===== src/rtl/pic_pkg.sv =====
// Shared types and constants for the 8259-compatible PIC acknowledge/in-service logic.
package pic_pkg;

   localparam int PIC_LEVELS  = 8;
   localparam int PIC_LEVEL_W = 3;

   localparam logic [PIC_LEVEL_W-1:0] SPURIOUS_LEVEL    = 3'd7;
   localparam logic [PIC_LEVEL_W-1:0] LAST_SERVICED_RST = 3'd7;

   typedef enum logic [2:0] {
      IDLE,
      REQ,
      ACK1,
      WAIT2,
      ACK2
   } ack_state_e;

   function automatic logic [PIC_LEVELS-1:0] levelOneHot(input logic [PIC_LEVEL_W-1:0] level);
      logic [PIC_LEVELS-1:0] mask;
      mask        = '0;
      mask[level] = 1'b1;
      return mask;
   endfunction

endpackage


===== src/rtl/pic_isr_eoi_select.sv =====
// Rotated priority search over the ISR: the first set bit found walking up from
// last_i+1 (wrapping) is the level a non-specific EOI clears.
module pic_isr_eoi_select
   import pic_pkg::*;
(
   input  logic [PIC_LEVELS-1:0]  isr_i,
   input  logic [PIC_LEVEL_W-1:0] last_i,
   output logic [PIC_LEVEL_W-1:0] level_o,
   output logic                   valid_o
);

   always_comb begin
      logic [PIC_LEVEL_W-1:0] idx;
      level_o = '0;
      valid_o = 1'b0;
      idx     = '0;
      // k = PIC_LEVELS wraps back to last_i itself, so it is searched last
      for (int k = 1; k <= PIC_LEVELS; k++) begin
         idx = last_i + PIC_LEVEL_W'(k);
         if (!valid_o && isr_i[idx]) begin
            level_o = idx;
            valid_o = 1'b1;
         end
      end
   end

endmodule


===== src/rtl/pic_ack_sequencer.sv =====
// CPU-side INT/INTA handshake, In-Service Register and EOI handling for the PIC.
// Optional automatic EOI on the second INTA rising edge is enabled by PIC_AEOI_EN.
module pic_ack_sequencer
   import pic_pkg::*;
#(
   parameter int VEC_W = 8
)
(
   input  logic                   clk,
   input  logic                   reset,
   input  logic                   intflag,
   input  logic [PIC_LEVEL_W-1:0] priority_id,
   input  logic                   inta_n,
   input  logic [4:0]             vector_base,
   input  logic                   eoi_valid,
   input  logic                   eoi_specific,
   input  logic [PIC_LEVEL_W-1:0] eoi_level,
   input  logic                   rotate_on_eoi,
   output logic                   int_out,
   output logic [PIC_LEVELS-1:0]  isr,
   output logic [PIC_LEVELS-1:0]  irr_clear,
   output logic [VEC_W-1:0]       data_out,
   output logic                   data_oe,
   output logic [PIC_LEVEL_W-1:0] last_serviced
);

   ack_state_e               state_q;
   logic                     intaPrev_q;
   logic [PIC_LEVEL_W-1:0]   id_q;
   logic                     intOut_q;
   logic [PIC_LEVELS-1:0]    isr_q, isr_d, isrAeoi;
   logic [PIC_LEVELS-1:0]    irrClear_q;
   logic [VEC_W-1:0]         dataOut_q;
   logic                     dataOe_q;
   logic [PIC_LEVEL_W-1:0]   lastServiced_q, lastServiced_d, lastAeoi;
   logic                     intaFall, intaRise, ackSet;
   logic [PIC_LEVEL_W-1:0]   selLevel;
   logic                     selValid;
`ifdef PIC_AEOI_EN
   logic                     spurious_q;
`endif

   assign intaFall = intaPrev_q & ~inta_n;
   assign intaRise = ~intaPrev_q & inta_n;
   assign ackSet   = (state_q == REQ) && intaFall && intflag;

   // Automatic EOI stage; a same-cycle EOI strobe is applied on top of its result
   always_comb begin
      isrAeoi  = isr_q;
      lastAeoi = lastServiced_q;
`ifdef PIC_AEOI_EN
      if ((state_q == ACK2) && intaRise && !spurious_q) begin
         isrAeoi[id_q] = 1'b0;
         if (rotate_on_eoi) lastAeoi = id_q;
      end
`endif
   end

   pic_isr_eoi_select u_select (
      .isr_i   (isrAeoi),
      .last_i  (lastAeoi),
      .level_o (selLevel),
      .valid_o (selValid)
   );

   // EOI uses the pre-set ISR; setting the acknowledged bit last makes the set win a tie
   always_comb begin
      isr_d          = isrAeoi;
      lastServiced_d = lastAeoi;
      if (eoi_valid) begin
         if (eoi_specific) begin
            if (isrAeoi[eoi_level]) begin
               isr_d[eoi_level] = 1'b0;
               if (rotate_on_eoi) lastServiced_d = eoi_level;
            end
         end else if (selValid) begin
            isr_d[selLevel] = 1'b0;
            if (rotate_on_eoi) lastServiced_d = selLevel;
         end
      end
      if (ackSet) isr_d = isr_d | levelOneHot(priority_id);
   end

   always_ff @(posedge clk) begin
      if (reset) begin
         state_q        <= IDLE;
         intaPrev_q     <= 1'b1;
         id_q           <= SPURIOUS_LEVEL;
         intOut_q       <= 1'b0;
         isr_q          <= '0;
         irrClear_q     <= '0;
         dataOut_q      <= '0;
         dataOe_q       <= 1'b0;
         lastServiced_q <= LAST_SERVICED_RST;
`ifdef PIC_AEOI_EN
         spurious_q     <= 1'b0;
`endif
      end else begin
         intaPrev_q     <= inta_n;
         irrClear_q     <= '0;
         isr_q          <= isr_d;
         lastServiced_q <= lastServiced_d;
         case (state_q)
            IDLE: begin
               if (intflag) begin
                  state_q  <= REQ;
                  intOut_q <= 1'b1;
               end
            end
            REQ: begin
               // A falling edge takes precedence over a dropped request: that is the spurious case
               if (intaFall) begin
                  state_q  <= ACK1;
                  intOut_q <= 1'b0;
                  id_q     <= intflag ? priority_id : SPURIOUS_LEVEL;
                  if (intflag) irrClear_q <= levelOneHot(priority_id);
`ifdef PIC_AEOI_EN
                  spurious_q <= ~intflag;
`endif
               end else if (!intflag) begin
                  state_q  <= IDLE;
                  intOut_q <= 1'b0;
               end
            end
            ACK1: begin
               if (intaRise) state_q <= WAIT2;
            end
            WAIT2: begin
               if (intaFall) begin
                  state_q   <= ACK2;
                  dataOe_q  <= 1'b1;
                  dataOut_q <= VEC_W'({vector_base, id_q});
               end
            end
            ACK2: begin
               if (intaRise) begin
                  state_q   <= IDLE;
                  dataOe_q  <= 1'b0;
                  dataOut_q <= '0;
               end
            end
            default: state_q <= IDLE;
         endcase
      end
   end

   assign int_out       = intOut_q;
   assign isr           = isr_q;
   assign irr_clear     = irrClear_q;
   assign data_out      = dataOut_q;
   assign data_oe       = dataOe_q;
   assign last_serviced = lastServiced_q;

endmodule


===== config.mk =====
export PLATFORM = sky130hd
export DESIGN_NAME = pic_ack_sequencer
export DESIGN_NICKNAME = d
export VERILOG_FILES = /design/src/rtl/pic_pkg.sv /design/src/rtl/pic_isr_eoi_select.sv /design/src/rtl/pic_ack_sequencer.sv
export SDC_FILE = /design/constraint.sdc
export NUM_CORES = 1
export LEC_CHECK = 0
export BUFFER_PORTS_ARGS = -buffer_cell sky130_fd_sc_hd__buf_2
export CAP_MARGIN = 20
export CORE_MARGIN = 5
export CORE_UTILIZATION = 40
export CTS_CLUSTER_SIZE = 25
export DETAILED_ROUTE_END_ITERATION = 8
export PLACE_DENSITY_LB_ADDON = 0.08
export REMOVE_ABC_BUFFERS = 1
export SYNTH_ARGS = -nofsm -noshare
export SYNTH_HDL_FRONTEND = slang
export SYNTH_SLANG_ARGS = --single-unit

===== constraint.sdc =====
create_clock -name clk -period 9.53 [get_ports clk]
set_input_delay 0.953 -clock clk [delete_from_list [all_inputs] [get_ports clk]]
set_output_delay 0.953 -clock clk [all_outputs]
set_load 0.01 [all_outputs]

==> run_results.csv, run 1 <==
group,metric,value,unit
yosys,synth_area_leaders,"dfxtp_1 (26%), mux4_2 (12%), mux2i_1 (4.4%)",
yosys,synthAdderAreaFrac,0.910,%
route,drtIter0Drc,134,
floorplan,num_rows,30,
floorplan,fp.dieW,92.9,um
cts,htreeDepth,2,
timing,finalCritPeriodShare,49.6,%
yosys,synthArstFlopShare,0,%
layout,drive_above_1_share,26.8,%
place,portBuffers,46,
floorplan,start_util,40.7,%
worst_setup_path,critPathBufInv,1,
power,switching_share,36.3,%
yosys,synth.distinct_cells,66,
route,ant_nets,0,
worst_setup_path,regToRegStartpoint,"last_serviced[0]",
timing,max_freq,212,MHz
worst_setup_path,r2r_end,"last_serviced[2]",
hold_path,hp-start,"data_oe",
global_routing,grt_pass1_wl,13.8,mm
route,dr.pass1.iters,4,
global_routing,grt_pass1_vias,2617,
cts,clk_pin_slew,0.07,ns
place,finalWeightedCongestion,0.905,
worst_setup_path,cp_num_cells,9,
worst_setup_path,critical-path-top-delay-family,"multiplexers",
yosys,yosys_most_used_dff,"dfxtp_1",
floorplan,die_height,92.9,um
yosys,synth_warnings,0,
timing,hold_violations,0,
cts,numCtsBuffers,5,
yosys,synthMuxAreaShare,20.7,%
worst_setup_path,crit_path_start_kind,"flip-flop",
yosys,synth_compound_area_share,25.6,%
run_status,status,"completed",
cts,insertion_delay,0.28,ns
yosys,avgSynthCellArea,8.88,sq um
cts,clk_path_buf_depth,2,
floorplan,die_area,8640,sq um
floorplan,core,6760,sq um
worst_setup_path,r2r_cells,9,
flow_run,max-cap-violations,0,
yosys,post-synth-top-count-cell,"dfxtp_1",
worst_setup_path,required,9.70,ns
floorplan,io_pins,47,
yosys,synth.top_cells.by_count,"dfxtp_1 (36), nor2_1 (32), a21oi_1 (19), clkbuf_1 (16), inv_1 (16)",
timing,relSlewSlack,42.7,%
power,seqPwrFrac,40.4,%
timing,period_minus_slack,4.72,ns
yosys,yosysTopAreaCell,"dfxtp_1",
route,routedWlPerCell,20.0,um
route,num_vias,2613,
layout,n_antenna_cell,0,
yosys,synth-seq-area-share,26.2,%
worst_setup_path,crit_chain,"inv_1, ha_1, mux2i_1, mux4_2, nand4b_4, o22ai_1, o32ai_2, nor3_1, a2111o_1",
power,p_leak,0.00129,uW
hold_path,whs_path_depth,2,
yosys,synth_edf_count,0,
worst_setup_path,critPathKind,"reg2reg",
timing,setup_viol,0,
yosys,synth_cells,310,
global_routing,grt_usage,20.2,%
yosys,syn-cell-area,2750,sq um
worst_setup_path,endpoint_kind,"flip-flop",
yosys,synth_xor_area_share,1.59,%
hold_path,whs_endpoint,"data_oe",
cts,post_cts_resized,0,
yosys,ys_ff_latch,36,
worst_setup_path,cpPeakStageDelay,0.88,ns
power,p_total,426,uW
power,power.switching,155,uW
timing,skew,0.00712,ns
global_routing,grt_overflow_total,0,
route,post-route-drc-count,0,
worst_setup_path,worstPathMaxFanout,22,
worst_setup_path,cp.arrival,4.89,ns
cts,cts_setup_buffers,0,
yosys,synth_top_area_share,26.2,%
yosys,yosys.area_share.simple,18.3,%
route,totalWireLength,8.37,mm
layout,fill_cells,690,
global_routing,antenna_found_initial,0,
power,clockPowerShare,23.9,%
timing,fin_tns_setup,0,ns
timing,worstMarginPinSlew,0.858,ns
yosys,synth_top_family_by_area,"compound AO/OA/AOI/OAI gates",
place,dpl.hpwl,6.14,mm
timing,final_max_slew_viol_count,0,
power,p_int,272,uW
power,combinationalPowerShare,35.7,%
cts,cts_sinks,36,
cts,ctsHoldBuffers,0,
timing,rsz0062_at_grt,"false",
hold_path,timing.hold.worst.class,"reg2reg",
global_routing,grt_start_max_net_pins,24,
worst_setup_path,rrSetupSlack,4.81,ns
layout,nets,359,
power,power.density,140,nW/um^2
cts,root_buffer,"clkbuf_8",
power,ir_drop,0.101,mV
cts,cts_tree,"yes",
layout,area_growth,10.9,%
worst_setup_path,crit_slowest_cell,"dfxtp_1",
route,via_per_inst,6.24,
## per-layer routing
metal  up-vias  track usage [%]  share of wire [%]
li1       1242                -                  -
met1      1262             25.3                 42
met2        97             34.3                 51
met3        12             3.66                5.4
met4         0             7.81                1.8
met5         -                0                  0
## worst register-to-register path: cells and delay by family (launching register included)
kind,cells,cell delay [ns]
adder cells (fa/ha/maj),1,0.85
multiplexers,2,1.06
flip-flops,1,0.88
AO/OA/AOI/OAI,3,1.05
buffers and inverters,1,0.48
AND/OR/NAND/NOR,2,0.28
## state kept, by name, summed over array words and instances, names as in the netlist
signal / count
intaPrev_q: 1
int_out: 1
id_q: 3
state_q: 3
isr: 8
last_serviced: 3
data_out: 8
irr_clear: 8
data_oe: 1
## power by group through the flow
stage	Sequential, uW	Combinational, uW	Clock (uW)
after floorplan	174	108	0
after global placement	175	151	0
after detailed placement	175	150	0
after CTS	172	151	105
after global routing	173	167	113
final	172	152	102
## layout make-up
type | instances | area, sq um | share of cell area [%]
multi-input cells | 232 | 1850 | 60.5
clock buffers | 6 | 72.6 | 2.38
well taps | 80 | 100 | 3.28
flip-flops and latches | 36 | 721 | 23.6
inverters | 16 | 60.1 | 1.97
clock inverters | 1 | 5.00 | 0.164
repair buffers | 48 | 245 | 8.04
## placed cells by master (no fill, tap or decap), drive strengths merged, types with 2 or more instances in the layout
master   n
a21o     2
a21oi   19
a221oi   2
a22oi    9
a31o     3
a31oi    4
and2     4
buf     48
clkbuf   6
dfxtp   36
ha       2
inv     16
mux2     7
mux2i   12
mux4    16
nand2   15
nand2b   7
nand3    6
nand4b   3
nor2    34
nor3     8
nor3b    3
o2111a   2
o211ai   3
o21ai   16
o221ai   9
o22ai    4
o311ai   3
o31ai    3
o32a     2
o32ai    2
or2      6
xnor2    3
xor2     2
## worst max path at each step
stage | startpoint | slack (ns) | end
detailed placement | last_serviced[0] | 4.83 | last_serviced[2]
floorplan | last_serviced[0] | 5.58 | isr[7]
global placement | last_serviced[0] | 4.89 | last_serviced[2]
CTS | last_serviced[0] | 4.83 | last_serviced[2]
global route | last_serviced[0] | 4.44 | last_serviced[2]
finish | last_serviced[0] | 4.81 | last_serviced[2]
## kinds of logic (layout without fill, tap and decap cells)
kind of cell,after synthesis,after routing
adders and majority gates,2,2
xor gates and xnor gates,5,5
muxes,35,35
buffers and inverters,42,71
DFF,36,36
AOI/OAI and AO/OA,97,97
and+or+nand+nor,93,93
## through the flow
step	cell area [sq um]	util [%]	cells	hold WS, ns	worst slack, ns
finish	3050	45.1	419	0.492	4.81
floorplan	2630	-	284	0.453	5.58
global placement	2970	44.0	412	0.462	4.89
detailed placement	2970	44.0	412	0.475	4.83
CTS	3050	45.1	419	0.496	4.83
global route	3050	45.1	419	0.534	4.44
No activity file was read; power rests on OpenSTA's default activity.
==> run 2: changes to the inputs <==
==> constraint.sdc (replaced) <==
create_clock -name clk -period 4.2 [get_ports clk]
set_input_delay 0.42 -clock clk [delete_from_list [all_inputs] [get_ports clk]]
set_output_delay 0.42 -clock clk [all_outputs]
set_load 0.01 [all_outputs]
==> run 2 against run 1 <==
Against the previous run: non-clock buffer count grew 9; sequential power grew 120%; via count grew 1.5%; critical path depth is the same; final area grew 2.8%; clock skew shrank 0.0044 ns; hold slack lost 0.14 ns; register-to-register slack lost 3.8 ns; critical path type unchanged; largest power group unchanged; highest routed layer unchanged.
==> run_results.csv, run 2 (synthesis gave the netlist of run 1 again) <==
group,metric,value,unit
hold_path,hp-start,"inta_n",
power,combinationalPowerShare,36.7,%
power,p_int,647,uW
global_routing,grt_pass1_vias,2603,
global_routing,grt_usage,20.5,%
global_routing,antenna_found_initial,0,
floorplan,core,6760,sq um
worst_setup_path,crit_chain,"inv_1, ha_1, mux2i_1, mux4_2, or2_2, a21oi_1, o32ai_2, nor3_1, a2111o_1",
power,seqPwrFrac,37.2,%
route,post-route-drc-count,0,
global_routing,grt_start_max_net_pins,23,
power,clockPowerShare,26.0,%
global_routing,grt_overflow_total,0,
worst_setup_path,critPathKind,"reg2reg",
flow_run,max-cap-violations,0,
layout,n_antenna_cell,0,
cts,clk_pin_slew,0.08,ns
worst_setup_path,required,4.38,ns
cts,clk_path_buf_depth,2,
timing,skew,0.00274,ns
route,dr.pass1.iters,4,
cts,ctsHoldBuffers,0,
worst_setup_path,worstPathMaxFanout,9,
run_status,status,"completed",
timing,hold_violations,0,
worst_setup_path,regToRegStartpoint,"last_serviced[1]",
worst_setup_path,endpoint_kind,"flip-flop",
global_routing,gr-usage-met1,25.6,%
place,portBuffers,46,
global_routing,top_usage_layer,"met2",
worst_setup_path,crit_slowest_cell,"o32ai_2",
route,drtIter0Drc,95,
route,ant_nets,0,
cts,insertion_delay,0.29,ns
worst_setup_path,crit_path_start_kind,"flip-flop",
timing,setup_viol,0,
route,via_per_inst,6.18,
timing,max_freq,308,MHz
power,ir_drop,0.221,mV
cts,cts_tree,"yes",
cts,cts_sinks,36,
floorplan,die_height,92.9,um
cts,post_cts_resized,0,
global_routing,grt_use_met3,3.41,%
hold_path,whs_endpoint,"intaPrev_q",
timing,final_max_slew_viol_count,0,
floorplan,die_area,8640,sq um
timing,worstMarginPinSlew,0.810,ns
route,routedWlPerCell,19.9,um
hold_path,timing.hold.worst.class,"in2reg",
layout,fill_cells,663,
worst_setup_path,cp.arrival,3.42,ns
timing,period_minus_slack,3.24,ns
floorplan,fp.dieW,92.9,um
global_routing,gr-usage-met2,35.3,%
place,dpl.hpwl,6.20,mm
power,power.switching,372,uW
layout,layout_commonest_cell,"buf_2",
cts,cts_setup_buffers,0,
cts,numCtsBuffers,5,
route,num_vias,2651,
worst_setup_path,rrSetupSlack,0.96,ns
power,power.density,325,nW/um^2
layout,area_growth,14.0,%
power,p_leak,0.00134,uW
floorplan,num_rows,30,
layout,nets,368,
floorplan,io_pins,47,
worst_setup_path,r2r_end,"last_serviced[2]",
worst_setup_path,r2r_cells,9,
layout,layout_common_cells,"buf_2 (46), dfxtp_1 (36), nor2_1 (32)",
power,switching_share,36.5,%
hold_path,whs_path_depth,2,
global_routing,grt_pass1_wl,14.0,mm
timing,fin_ws,0.958,ns
timing,finalCritPeriodShare,77.2,%
place,pre_cts_ws,0.996,ns
cts,root_buffer,"clkbuf_8",
timing,fin_tns_setup,0,ns
place,finalWeightedCongestion,0.949,
cts,htreeDepth,2,
layout,drive_above_1_share,29.2,%
timing,relSlewSlack,45.8,%
floorplan,start_util,40.7,%
route,totalWireLength,8.53,mm
timing,rsz0062_at_grt,"false",
worst_setup_path,cpPeakStageDelay,0.62,ns
-- run 2: changes by cell type in the layout (fill, tap and decap cells not counted), sizes merged --
| cell | delta |
|---|---|
| inv | +1 |
| buf | +9 |
-- run 2: worst max path at each step --
stage / start / to / slack, ns / cells after the start
after detailed placement: last_serviced[1] / last_serviced[2] / 1.0 / 9
after global placement: last_serviced[1] / last_serviced[2] / 1.13 / 10
after CTS: last_serviced[1] / last_serviced[2] / 1.0 / 9
after global routing: last_serviced[1] / last_serviced[2] / 0.76 / 9
final: last_serviced[1] / last_serviced[2] / 0.96 / 9
after floorplan: last_serviced[0] / isr[7] / 0.25 / 9
-- run 2: final cells by class --
cell class / instances / area, sq um / area share (%)
Timing Repair Buffer: 57 / 313 / 9.97
Inverter: 16 / 60.1 / 1.91
Tap cell: 80 / 100 / 3.19
Clock buffer: 6 / 82.6 / 2.63
Multi-Input combinational cell: 232 / 1850 / 58.9
Sequential cell: 36 / 721 / 23.0
Clock inverter: 2 / 13.8 / 0.439
-- run 2: through the flow --
step                      util (%)  total power [uW]  hold WS [ns]  std cells  cell area (sq um)
after global routing          46.4              1080         0.366        429               3140
after floorplan                  -               639         0.453        284               2630
after global placement        45.0               755         0.470        421               3040
after CTS                     46.4              1020         0.350        429               3140
final                         46.4              1020         0.355        429               3140
after detailed placement      45.0               757         0.470        421               3040
-- run 2: power groups by stage --
stage / Combinational (uW) / Clock (uW) / Sequential [uW]
after detailed placement: 369 / 0 / 388
after CTS: 370 / 274 / 380
after global routing: 402 / 295 / 384
final: 374 / 266 / 380
after floorplan: 245 / 0 / 395
after global placement: 367 / 0 / 388
-- run 2: critical path, delay by kind of cell, from the launching register on --
family                     cells  cell delay, ns
AOI/OAI and AO/OA              3            1.07
muxes                          2            1.01
adders and majority gates      1            0.41
buffers and inverters          1            0.08
DFF                            1            0.33
and+or+nand+nor                2            0.22
-- run 2: metal layers --
layer  routed length (um)  part of all wire, %
met3                  413                  4.8
met1                 3590                   42
met5                    0                    0
met2                 4260                   50
met4                  264                  3.1
==> run 3: changes to the inputs <==
==> constraint.sdc (replaced) <==
create_clock -name clk -period 2.7 [get_ports clk]
set_input_delay 0.27 -clock clk [delete_from_list [all_inputs] [get_ports clk]]
set_output_delay 0.27 -clock clk [all_outputs]
set_load 0.01 [all_outputs]
==> run 3 against run 2 <==
Against the previous run: the run now ends with negative setup slack left; utilization increased by 8.8 points; largest power group is now combinational cells; hold slack got worse by 0.16 ns; critical endpoint is now isr[1]; cell count up 13%.
==> run_results.csv, run 3 (synthesis gave the netlist of run 1 again) <==
group,metric,value,unit
run_status,status,"complete, but fails checks",
run_status,violations,"negative setup slack",
global_routing,antenna_found_initial,0,
global_routing,grt_pass1_wl,15.0,mm
layout,drive_above_1_share,43.7,%
layout,fin_cells,483,
worst_setup_path,critPathBufInv,3,
cts,ctsHoldBuffers,0,
timing,fin_ws,-0.0914,ns
worst_setup_path,crit_chain,"inv_2, ha_4, buf_6, mux4_2, buf_4, nor2_4, nand4b_4, a31o_4, a221o_2, nor4b_4, o21ai_1",
cts,clk_pin_slew,0.08,ns
worst_setup_path,crit_slowest_cell,"a221o_2",
worst_setup_path,crit_path_start_kind,"flip-flop",
worst_setup_path,r2r_end,"isr[1]",
timing,period_minus_slack,2.79,ns
cts,clk_path_buf_depth,2,
worst_setup_path,required,2.88,ns
floorplan,fp.dieW,92.9,um
global_routing,grt_usage,21.7,%
worst_setup_path,critPathKind,"reg2reg",
timing,fin_tns_setup,-0.534,ns
layout,n_antenna_cell,0,
route,post-route-drc-count,0,
timing,worstMarginPinSlew,0.782,ns
route,num_vias,2826,
timing,max_freq,358,MHz
timing,skew,0.0108,ns
worst_setup_path,cp.arrival,2.97,ns
place,place_inst,466,
route,totalWireLength,8.93,mm
timing,timing.hold.ws,0.197,ns
global_routing,grt_pass1_vias,2972,
worst_setup_path,critical-path-top-delay-family,"compound AO/OA/AOI/OAI gates",
power,power.density,495,nW/um^2
timing,final_max_slew_viol_count,0,
worst_setup_path,regToRegStartpoint,"last_serviced[1]",
place,portBuffers,46,
hold_path,whs_path_depth,2,
layout,layout_commonest_cell,"buf_4",
place,pre_cts_ws,-0.321,ns
floorplan,die_area,8640,sq um
layout,postLayoutCoreUtil,55.3,%
layout,nets,422,
global_routing,grt_overflow_total,0,
worst_setup_path,endpoint_kind,"flip-flop",
floorplan,io_pins,47,
floorplan,start_util,40.7,%
floorplan,die_height,92.9,um
route,ant_nets,0,
cts,root_buffer,"clkbuf_8",
route,routedWlPerCell,18.5,um
timing,rsz0062_at_grt,"true",
timing,setup_viol,10,
route,dr.pass1.iters,5,
layout,layout_common_cells,"buf_4 (59), buf_2 (46), dfxtp_1 (34)",
timing,finalCritPeriodShare,103,%
route,via_per_inst,5.85,
floorplan,num_rows,30,
hold_path,hp-start,"inta_n",
worst_setup_path,cpPeakStageDelay,0.44,ns
flow_run,max-cap-violations,0,
worst_setup_path,rrSetupSlack,-0.09,ns
cts,htreeDepth,2,
place,dpl.hpwl,6.83,mm
timing,relSlewSlack,47.6,%
route,drtIter0Drc,140,
cts,numCtsBuffers,5,
hold_path,whs_endpoint,"intaPrev_q",
layout,area_growth,35.7,%
global_routing,grt_start_max_net_pins,23,
power,ir_drop,0.251,mV
power,p_leak,0.00163,uW
hold_path,timing.hold.worst.class,"in2reg",
cts,cts_sinks,36,
floorplan,core,6760,sq um
cts,cts_tree,"yes",
worst_setup_path,worstPathMaxFanout,5,
worst_setup_path,cp_num_cells,11,
timing,hold_violations,0,
place,finalWeightedCongestion,0.922,
worst_setup_path,r2r_cells,11,
cts,insertion_delay,0.29,ns
==> run 3: routing by layer <==
layer | wire length [um] | up-vias | global-route usage, % | part of all wire (%)
met5 | 0 | - | 0 | 0
met4 | 178 | 0 | 7.20 | 2.0
met3 | 301 | 14 | 3.01 | 3.4
met2 | 4520 | 61 | 38.6 | 51
met1 | 3940 | 1383 | 26.7 | 44
li1 | - | 1368 | - | -
==> run 3: worst register-to-register path, cell delays in order, from the launching register on <==
cell	delay (ns)
dfxtp_2	0.36
inv_2	0.06
ha_4	0.36
buf_6	0.15
mux4_2	0.34
buf_4	0.17
nor2_4	0.16
nand4b_4	0.14
a31o_4	0.23
a221o_2	0.44
nor4b_4	0.23
o21ai_1	0.07
==> run 3: area by class of cell <==
cell class                 count  area [sq um]
inverter                      16          60.1
tap                           80           100
fill                         632          3020
sequential                    36           723
clock inverter                 1          8.76
timing repair buffer         111           749
multi-input combinational    232          2020
clock buffer                   7          76.3
==> run 3: worst max-delay path by stage <==
| stage | start | to | slack (ns) |
|---|---|---|---|
| after CTS | last_serviced[1] | isr[1] | -0.11 |
| final | last_serviced[1] | isr[1] | -0.09 |
| after global routing | last_serviced[1] | isr[1] | -0.20 |
| after floorplan | last_serviced[0] | isr[7] | -1.25 |
| after global placement | last_serviced[0] | last_serviced[2] | -0.27 |
| after detailed placement | last_serviced[0] | last_serviced[2] | -0.32 |
==> run 3: per-stage QoR <==
step	cell area [sq um]	total power, uW
2_1_floorplan	2630	994
3_3_place_gp	3380	1310
3_5_place_dp	3380	1310
4_1_cts	3650	1800
5_1_grt	3730	1940
6_report	3730	1850
==> run 3: timing repair <==
action                     4_1_cts  5_1_grt
pin swaps                       11        5
hold endpoints to repair         0        0
resized for setup               30       13
setup endpoints to repair       11       11
setup buffers                    6        3
==> run 3: power by group <==
part	total [uW]	internal [uW]	switching, uW
Sequential	587	551	36.2
Clock	380	184	196
Combinational	882	452	430
Total	1850	1190	662
